## src/rtl/mux_arb_vc4.sv

```systemverilog
// Four-class round-robin merge from per-class FIFOs into one stream with almost-full backpressure.
// Optional class-tag check on forwarded words: define MUX_TAG_CHECK_EN.
module mux_arb_vc4 #(
  parameter int unsigned DATA_W    = 12,
  parameter int unsigned CLASS_LSB = 8,
  parameter int unsigned CNT_W     = 16
) (
  input  logic              clk,
  input  logic              reset,
  input  logic              enable,
  input  logic [3:0]        fifo_empty,
  input  logic [DATA_W-1:0] fifo_data0,
  input  logic [DATA_W-1:0] fifo_data1,
  input  logic [DATA_W-1:0] fifo_data2,
  input  logic [DATA_W-1:0] fifo_data3,
  input  logic              out_afull,
  output logic [3:0]        fifo_pop,
  output logic [DATA_W-1:0] data_out,
  output logic              valid_out,
  output logic              idle_out,
  output logic [CNT_W-1:0]  word_count,
  output logic [CNT_W-1:0]  err_count
);

  typedef enum logic [1:0] {IDLE, ACTIVE, PAUSE} state_t;

  if (CLASS_LSB + 2 > DATA_W) begin : g_bad_class_lsb
    $error("mux_arb_vc4: class field lies outside the data word");
  end

  state_t            state, state_d;
  logic [1:0]        rr_last, rr_d;
  logic [1:0]        pend_ch, pend_ch_d;
  logic              pend_valid, pend_valid_d;
  logic [3:0]        pop_d;
  logic              cap_valid;
  logic [1:0]        cap_ch;
  logic              idle_d;
  logic [3:0]        cand;
  logic [1:0]        grant;
  logic [1:0]        idx;
  logic              grant_ok;
  logic [DATA_W-1:0] sel;
  logic              tag_ok;

  // A FIFO being popped right now still reports its pre-pop level; mask it so a last word is never popped twice.
  always_comb begin
    cand     = ~fifo_empty & ~fifo_pop;
    grant    = rr_last;
    grant_ok = 1'b0;
    idx      = rr_last;
    for (int k = 1; k <= 4; k++) begin
      idx = rr_last + 2'(k);
      if (!grant_ok && cand[idx]) begin
        grant_ok = 1'b1;
        grant    = idx;
      end
    end
  end

  always_comb begin
    state_d      = state;
    rr_d         = rr_last;
    pend_ch_d    = pend_ch;
    pend_valid_d = 1'b0;
    pop_d        = 4'b0000;
    case (state)
      IDLE: begin
        if (enable && !out_afull && (fifo_empty != 4'b1111)) state_d = ACTIVE;
      end
      ACTIVE: begin
        if (!enable || (fifo_empty == 4'b1111)) begin
          state_d = IDLE;
        end else if (out_afull) begin
          state_d = PAUSE;
        end else if (grant_ok) begin
          pop_d        = 4'b0001 << grant;
          rr_d         = grant;
          pend_ch_d    = grant;
          pend_valid_d = 1'b1;
        end
      end
      PAUSE: begin
        if (!enable || (fifo_empty == 4'b1111)) state_d = IDLE;
        else if (!out_afull)                     state_d = ACTIVE;
      end
      default: state_d = IDLE;
    endcase
    // pend_valid moves into the capture stage next cycle, so it still counts as in flight.
    idle_d = (state_d == IDLE) && !pend_valid_d && !pend_valid;
  end

  always_comb begin
    case (cap_ch)
      2'd0:    sel = fifo_data0;
      2'd1:    sel = fifo_data1;
      2'd2:    sel = fifo_data2;
      default: sel = fifo_data3;
    endcase
  end

`ifdef MUX_TAG_CHECK_EN
  assign tag_ok = (sel[CLASS_LSB +: 2] == cap_ch);

  // Saturating count of words dropped for a class-tag mismatch.
  always_ff @(posedge clk) begin
    if (reset) begin
      err_count <= '0;
    end else if (cap_valid && !tag_ok && (err_count != {CNT_W{1'b1}})) begin
      err_count <= err_count + CNT_W'(1);
    end
  end
`else
  assign tag_ok    = 1'b1;
  assign err_count = '0;
`endif

  // Pop at edge N, FIFO read data settles after N+1, word leaves on valid_out at N+2.
  always_ff @(posedge clk) begin
    if (reset) begin
      state      <= IDLE;
      rr_last    <= 2'd3;
      pend_ch    <= 2'd0;
      pend_valid <= 1'b0;
      fifo_pop   <= 4'b0000;
      cap_valid  <= 1'b0;
      cap_ch     <= 2'd0;
      data_out   <= '0;
      valid_out  <= 1'b0;
      idle_out   <= 1'b1;
      word_count <= '0;
    end else begin
      state      <= state_d;
      rr_last    <= rr_d;
      pend_ch    <= pend_ch_d;
      pend_valid <= pend_valid_d;
      fifo_pop   <= pop_d;
      cap_valid  <= pend_valid;
      cap_ch     <= pend_ch;
      valid_out  <= cap_valid && tag_ok;
      idle_out   <= idle_d;
      if (cap_valid && tag_ok) begin
        data_out   <= sel;
        word_count <= word_count + CNT_W'(1);
      end
    end
  end

endmodule
```

## config.mk

```make
export PLATFORM = sky130hd
export DESIGN_NAME = mux_arb_vc4
export DESIGN_NICKNAME = d
export VERILOG_FILES = /design/src/rtl/mux_arb_vc4.sv
export SDC_FILE = /design/constraint.sdc
export NUM_CORES = 1
export LEC_CHECK = 0
export ABC_AREA = 1
export CORE_UTILIZATION = 25
export CTS_BUF_LIST = sky130_fd_sc_hd__clkbuf_4 sky130_fd_sc_hd__clkbuf_8 sky130_fd_sc_hd__clkbuf_16
export DETAILED_ROUTE_END_ITERATION = 10
export PLACE_DENSITY_LB_ADDON = 0.08
export SLEW_MARGIN = 20
export SYNTH_ARGS = -nofsm -noshare
export SYNTH_HDL_FRONTEND = slang
export SYNTH_SLANG_ARGS = --single-unit
```

## constraint.sdc

```tcl
create_clock -name clk -period 1.4 [get_ports clk]
set_input_delay 0.21 -clock clk [delete_from_list [all_inputs] [get_ports clk]]
set_output_delay 0.21 -clock clk [all_outputs]
set_load 0.02 [all_outputs]
```

Word-level counts from Yosys, hierarchy flattened
Cells that the tools add are included.
{"block": "totals", "romBits": 0, "reg_bits": 44, "out_inout_bits": 50, "wordCells": 80, "n_memories": 0, "ramBits": 0, "latchBits": 0, "input_bits": 56}
{"block": "op_classes", "div_mod_pow": 0, "eq_ne": 6, "n_addsub": 4, "muxes": 27, "order_cmp": 4, "reduce_logical": 20, "bitwise": 7, "multipliers": 0, "shift": 1}
{"operator": "$pmux W12 S3", "count": 1}
{"operator": "$mux W2", "count": 9}
{"operator": "$add A16 B1 Y16 const B", "count": 1}
{"operator": "$lt A2 B3 Y1 const B", "count": 4}
{"operator": "$mux W1", "count": 12}
{"operator": "$bmux W1 S2", "count": 4}
{"operator": "$not A4 Y4", "count": 2}
{"operator": "$logic_and A1 B1 Y1", "count": 7}
{"operator": "$logic_not A1 Y1", "count": 7}
{"operator": "$logic_not A2 Y1", "count": 3}
{"operator": "$pmux W2 S3", "count": 1}
{"operator": "$reduce_or A5 Y1", "count": 1}
{"operator": "$add A2 B2 Y2 const B", "count": 2}
{"operator": "$and A4 B4 Y4", "count": 1}
{"operator": "$eq A2 B1 Y1 const B", "count": 2}
{"operator": "$eq A2 B2 Y1 const B", "count": 2}
{"operator": "$eq A4 B4 Y1 const B", "count": 1}
{"operator": "$ne A4 B4 Y1 const B", "count": 1}
{"operator": "$not A1 Y1", "count": 4}
{"operator": "$reduce_and A4 Y1", "count": 1}
{"operator": "$shl A1 B2 Y4 const A", "count": 1}
{"operator": "$add A2 B1 Y2 const B", "count": 1}
{"operator": "$logic_or A1 B1 Y1", "count": 1}

Depth between registers and ports, before layout
{"block": "depth", "ltp_word": 21, "mapped_depth": 14, "mapped_depth_nobuf": 13}

Worst setup path before layout
Ideal clock, no wire load.
{"block": "synth_timing", "kind": "register to register", "startpoint": "reg word_count[1]", "endpoint": "reg word_count[14]", "setup_ps": 128, "path_buffers": 0, "t_required_ps": 1272, "t_arrival_ps": 1543, "slack_ps": -271, "path_stages_with_launch": 11, "synth_period_minus_slack_ps": 1671, "path_cell_list": "dfxtp_1 > ha_1 > nand3_1 > nor2_1 > nand2_1 > nor2_2 > nand2_1 > nor2_2 > nand3_1 > xor2_1 > nor2_1"}
{"block": "synth_between", "elab_chain_cells": 1}
{"item": "start: declaration", "line": "21", "rtl": "output logic [CNT_W-1:0] word_count,"}
{"item": "start signal: assignment", "line": "144", "rtl": "word_count <= word_count + CNT_W'(1);"}
{"item": "$add A16 B1 Y16", "line": "144"}
No other way between the ends.
A chain may end at the register's enable or synchronous reset.

Final worst setup path
{"block": "layout_timing", "startpoint": "reg word_count[0]", "endpoint": "reg word_count[11]"}
Same word-level chain as after synthesis.

==> metrics.txt <==
# TYPE chip_impl_metric gauge
chip_impl_info{name="synth_area_leader_cell",value="sky130_fd_sc_hd__dfxtp_1"} 1
chip_impl_metric{name="cts-buffers-inserted",unit=""} 5
chip_impl_metric{name="rr_worst_depth",unit=""} 10
chip_impl_metric{name="post_synth_num_cell_types",unit=""} 33
chip_impl_metric{name="clock_sink_total",unit=""} 44
chip_impl_info{name="critical_path.slowest_cell",value="sky130_fd_sc_hd__dfxtp_4"} 1
chip_impl_metric{name="fin_util",unit="%"} 45.95
chip_impl_metric{name="yosys_warnings",unit=""} 0
chip_impl_info{name="violations",value="design-rule violations, negative setup slack"} 1
chip_impl_metric{name="ctsLongestPathBuffers",unit=""} 2
chip_impl_metric{name="grt_pass1_wl",unit="um"} 11010
chip_impl_metric{name="share_of_the_synthesized_netlist_area_taken_by_xor_and_xnor_gates",unit="%"} 1.528
chip_impl_info{name="timing.setup.critical_path_class",value="reg -> reg"} 1
chip_impl_metric{name="cellLeakagePower",unit="nW"} 1.822
chip_impl_metric{name="number_of_global_route_vias_before_repair",unit=""} 2388
chip_impl_metric{name="postLayoutSetupSlackWorst",unit="ns"} -0.05663
chip_impl_metric{name="dr_total_vias",unit=""} 2508
chip_impl_metric{name="cap_viol_max_count",unit=""} 0
chip_impl_info{name="critical_path.cell_chain",value="buf_4 -> buf_6 -> nand2_1 -> inv_2 -> nand3_4 -> nor2_4 -> nand3_4 -> nor2_4 -> a21oi_1 -> o21a_1"} 1
chip_impl_metric{name="route.detailed.drc",unit=""} 10
chip_impl_metric{name="seq_area_frac_synth",unit="%"} 38.43
chip_impl_metric{name="synth_compound_gate_area_share",unit="%"} 16.70
chip_impl_info{name="rsz0062_at_grt",value="true"} 1
chip_impl_metric{name="clk_pin_slew_worst_paths",unit="ns"} 0.09
chip_impl_metric{name="switching_share",unit="%"} 24.76
chip_impl_metric{name="drt_first_pass_iters",unit=""} 8
chip_impl_metric{name="ys_async_sr_fraction",unit="%"} 0
chip_impl_metric{name="finalCriticalPeriod",unit="ns"} 1.457
chip_impl_metric{name="synth_enable_flop_cells",unit=""} 0
chip_impl_info{name="ys_top_cells_by_count",value="sky130_fd_sc_hd__nand2_1 (68), sky130_fd_sc_hd__dfxtp_1 (44), sky130_fd_sc_hd__nor2_1 (43), sky130_fd_sc_hd__inv_1 (35), sky130_fd_sc_hd__o21ai_0 (19)"} 1
chip_impl_metric{name="area_delta_synth_final",unit="%"} 76.53
chip_impl_metric{name="finalClockSkew",unit="ns"} 0.008017
chip_impl_info{name="holdCritPathClass",value="reg -> reg"} 1
chip_impl_metric{name="postSynthCellCount",unit=""} 327
chip_impl_metric{name="clk_latency",unit="ns"} 0.30
chip_impl_metric{name="grt_antenna_before_repair",unit=""} 0
chip_impl_metric{name="achievable-frequency",unit="GHz"} 0.6865
chip_impl_metric{name="hpwl_dp",unit="um"} 5092
chip_impl_metric{name="number_of_input_and_output_port_buffers_inserted",unit=""} 89
chip_impl_metric{name="htreeDepth",unit=""} 2
chip_impl_metric{name="drive_gt1_share",unit="%"} 30.45
chip_impl_metric{name="die_h",unit="um"} 97.76
chip_impl_metric{name="arrival",unit="ns"} 1.66
chip_impl_metric{name="drt-total-wl",unit="um"} 6930
chip_impl_metric{name="placeableCoreArea",unit="um^2"} 8806
chip_impl_metric{name="diodes_inserted",unit=""} 0
chip_impl_metric{name="critPathMaxFanout",unit=""} 4
chip_impl_metric{name="final_replace_weighted_congestion",unit=""} 0.8465
chip_impl_metric{name="p_per_area",unit="nW/um^2"} 674.9
chip_impl_metric{name="mean_number_of_vias_per_cell",unit=""} 4.392
chip_impl_info{name="min_to",value="cap_ch[1]"} 1
chip_impl_info{name="regToRegEndpoint",value="word_count[11]"} 1
chip_impl_metric{name="pwr-share-seq",unit="%"} 46.1
chip_impl_info{name="path_delay_family",value="simple AND/OR/NAND/NOR gates"} 1
chip_impl_metric{name="ys_seq_elements",unit=""} 44
chip_impl_metric{name="initial_core_util",unit="%"} 26.03
chip_impl_info{name="synth_most_common_cell",value="sky130_fd_sc_hd__nand2_1"} 1
chip_impl_metric{name="final_cell_area_excluding_filler_cells",unit="um^2"} 4046
chip_impl_metric{name="synth_top_cell_area_share",unit="%"} 38.43
chip_impl_metric{name="final_nets",unit=""} 519
chip_impl_metric{name="hold_violations",unit=""} 0
chip_impl_info{name="clockRootBuffer",value="sky130_fd_sc_hd__clkbuf_8"} 1
chip_impl_metric{name="ant_nets",unit=""} 0
chip_impl_info{name="setup.worst_path.end_class",value="flop"} 1
chip_impl_metric{name="route.detailed.wl_per_inst",unit="um"} 12.14
chip_impl_metric{name="cell_internal_pwr",unit="W"} 0.002055
chip_impl_metric{name="share_of_power_burned_in_combinational_logic",unit="%"} 17.2
chip_impl_info{name="ys_top_cells_by_area",value="sky130_fd_sc_hd__dfxtp_1 (38%), sky130_fd_sc_hd__nand2_1 (11%), sky130_fd_sc_hd__nor2_1 (7.0%)"} 1
chip_impl_metric{name="timing.final.crit_share",unit="%"} 104.0
chip_impl_metric{name="grt_max_degree",unit=""} 24
chip_impl_metric{name="overall_die_area",unit="um^2"} 9556
chip_impl_metric{name="synthesis.area_per_instance",unit="um^2"} 7.010
chip_impl_info{name="crit_path_start_kind",value="flop"} 1
chip_impl_metric{name="synthSimpleGateAreaFrac",unit="%"} 28.71
chip_impl_metric{name="cp_data_required_time",unit="ns"} 1.61
chip_impl_metric{name="placed_cell_area",unit="um^2"} 3553
chip_impl_metric{name="ff2ff_setup_slack",unit="ns"} -0.06
chip_impl_metric{name="holdPathStages",unit=""} 2
chip_impl_metric{name="die-width",unit="um"} 97.76
chip_impl_metric{name="pins_over_their_slew_limit",unit=""} 0
chip_impl_metric{name="cp_slowest_stage_delay",unit="ns"} 0.37
chip_impl_metric{name="globalRouteOverflowTotal",unit=""} 0
chip_impl_metric{name="netSwitchingPower",unit="W"} 0.0006763
chip_impl_metric{name="ioPinCount",unit=""} 106
chip_impl_metric{name="first_iteration_detailed_routing_drc_count",unit=""} 43
chip_impl_metric{name="power.ir.vdd_worst",unit="V"} 0.0003574
chip_impl_metric{name="muxShareOfSynthArea",unit="%"} 0
chip_impl_info{name="yosys_most_used_dff",value="sky130_fd_sc_hd__dfxtp_1"} 1
chip_impl_metric{name="post_synth_fa_ha_maj_area_fraction",unit="%"} 0.5459
chip_impl_info{name="status",value="complete, but fails checks"} 1
chip_impl_metric{name="pwr-share-clk",unit="%"} 36.6
chip_impl_info{name="dominant_combinational_cell_family_by_area_after_synthesis",value="simple AND/OR/NAND/NOR gates"} 1
chip_impl_metric{name="synth_cell_area",unit="um^2"} 2292
chip_impl_metric{name="placement_rows",unit=""} 34
chip_impl_info{name="r2r_start",value="word_count[0]"} 1
chip_impl_metric{name="setup-tns-final",unit="ns"} -0.4639
chip_impl_metric{name="worstPathBufferInverterCount",unit=""} 3
chip_impl_metric{name="global_route.usage.total",unit="%"} 14.35
chip_impl_metric{name="finalSetupViolations",unit=""} 14
chip_impl_info{name="min_from",value="pend_ch[1]"} 1
chip_impl_info{name="cts_tree",value="built"} 1
==> per-stage QoR <==
step / setup WS, ns / std cells / hold slack, ns / power (W)
floorplan: -0.09208 / 342 / 0.2916 / 0.001510
global placement: -0.3917 / 551 / 0.4189 / 0.001706
detailed placement: -0.4138 / 551 / 0.4154 / 0.001709
CTS: -0.09981 / 564 / 0.4242 / 0.002744
global route: -0.1974 / 571 / 0.4312 / 0.002852
finish: -0.05663 / 571 / 0.4163 / 0.002731
==> cells in the final DEF, fill, tap and decap left out, drive strengths merged, types with 2 or more instances in the layout <==
cell | synthesis | routed
a21oi | 12 | 12
a221oi | 12 | 12
a31oi | 11 | 11
buf | 17 | 52
clkbuf | 10 | 6
clkdlybuf4s50 | 0 | 53
clkinv | 1 | 2
conb | 1 | 16
dfxtp | 44 | 44
dlygate4sd2 | 0 | 35
inv | 38 | 37
nand2 | 74 | 74
nand3 | 20 | 20
nand4 | 5 | 5
nor2 | 46 | 46
nor3 | 4 | 4
o21a | 2 | 2
o21ai | 21 | 21
xnor2 | 2 | 2
xor2 | 2 | 2
==> layout make-up <==
cell class	instances	area, um^2
Timing Repair Buffer	140	1276
Clock inverter	2	35.03
Multi-Input combinational cell	232	1455
Tap cell	108	135.1
Sequential cell	44	907.1
Clock buffer	6	76.32
Fill cell	890	4760
Inverter	39	161.4
==> flip-flops by register name, indices dropped and copies added, names as in the netlist <==
signal,count
valid_out,1
fifo_pop,4
data_out,12
pend_valid,1
word_count,16
pend_ch,2
state,2
cap_valid,1
cap_ch,2
rr_last,2
idle_out,1
==> worst max-delay path by stage <==
stage                        startpoint             end  slack (ns)  cells past startpoint
after floorplan           word_count[0]  word_count[14]       -0.09                     10
after global placement    fifo_empty[0]      pend_ch[0]       -0.39                     11
after detailed placement  fifo_empty[1]      pend_ch[0]       -0.41                     11
after CTS                    rr_last[0]      pend_ch[0]        -0.1                     10
after global routing      word_count[0]  word_count[10]       -0.20                     11
final                     word_count[0]  word_count[11]       -0.06                     10
==> power groups by stage <==
stage	registers [W]	clock network (W)	logic, W
after floorplan	0.00130	0	0.000213
final	0.00126	0.00100	0.000471
after CTS	0.00126	0.00103	0.000448
after global routing	0.00126	0.00108	0.000511
after global placement	0.00129	0	0.000413
after detailed placement	0.00129	0	0.000416
==> worst register-to-register path: stages, from the launching register on <==
cell and delay [ns]:
sky130_fd_sc_hd__dfxtp_4 0.37, sky130_fd_sc_hd__buf_4 0.10, sky130_fd_sc_hd__buf_6 0.08, sky130_fd_sc_hd__nand2_1 0.05, sky130_fd_sc_hd__inv_2 0.09, sky130_fd_sc_hd__nand3_4 0.08, sky130_fd_sc_hd__nor2_4 0.14, sky130_fd_sc_hd__nand3_4 0.12
sky130_fd_sc_hd__nor2_4 0.15, sky130_fd_sc_hd__a21oi_1 0.08, sky130_fd_sc_hd__o21a_1 0.10
==> logic make-up (layout without fill, tap and decap cells) <==
group / Yosys count / count (layout)
compound gates: 60 / 60
xor+xnor: 4 / 4
fa+ha+maj: 1 / 1
buf+inv: 66 / 187
flops: 44 / 44
other cells: 1 / 16
simple gates: 151 / 151
==> what timing repair did <==
action / in CTS / in global routing
buffers inserted: 5 / 7
hold buffers: 0 / 0
endpoints found under the setup margin: 60 / 24
resized for setup: 87 / 43
pin swaps: 23 / 13
==> layer usage <==
layer | part of all wire (%) | up-vias | global-route usage [%]
li1 | - | 1312 | -
met4 | 1.3 | 0 | 4.545
met1 | 46 | 1127 | 17.88
met2 | 48 | 62 | 24.88
met5 | 0 | - | 0
met3 | 4.1 | 7 | 2.792
Power figures use the tool's default switching activity.
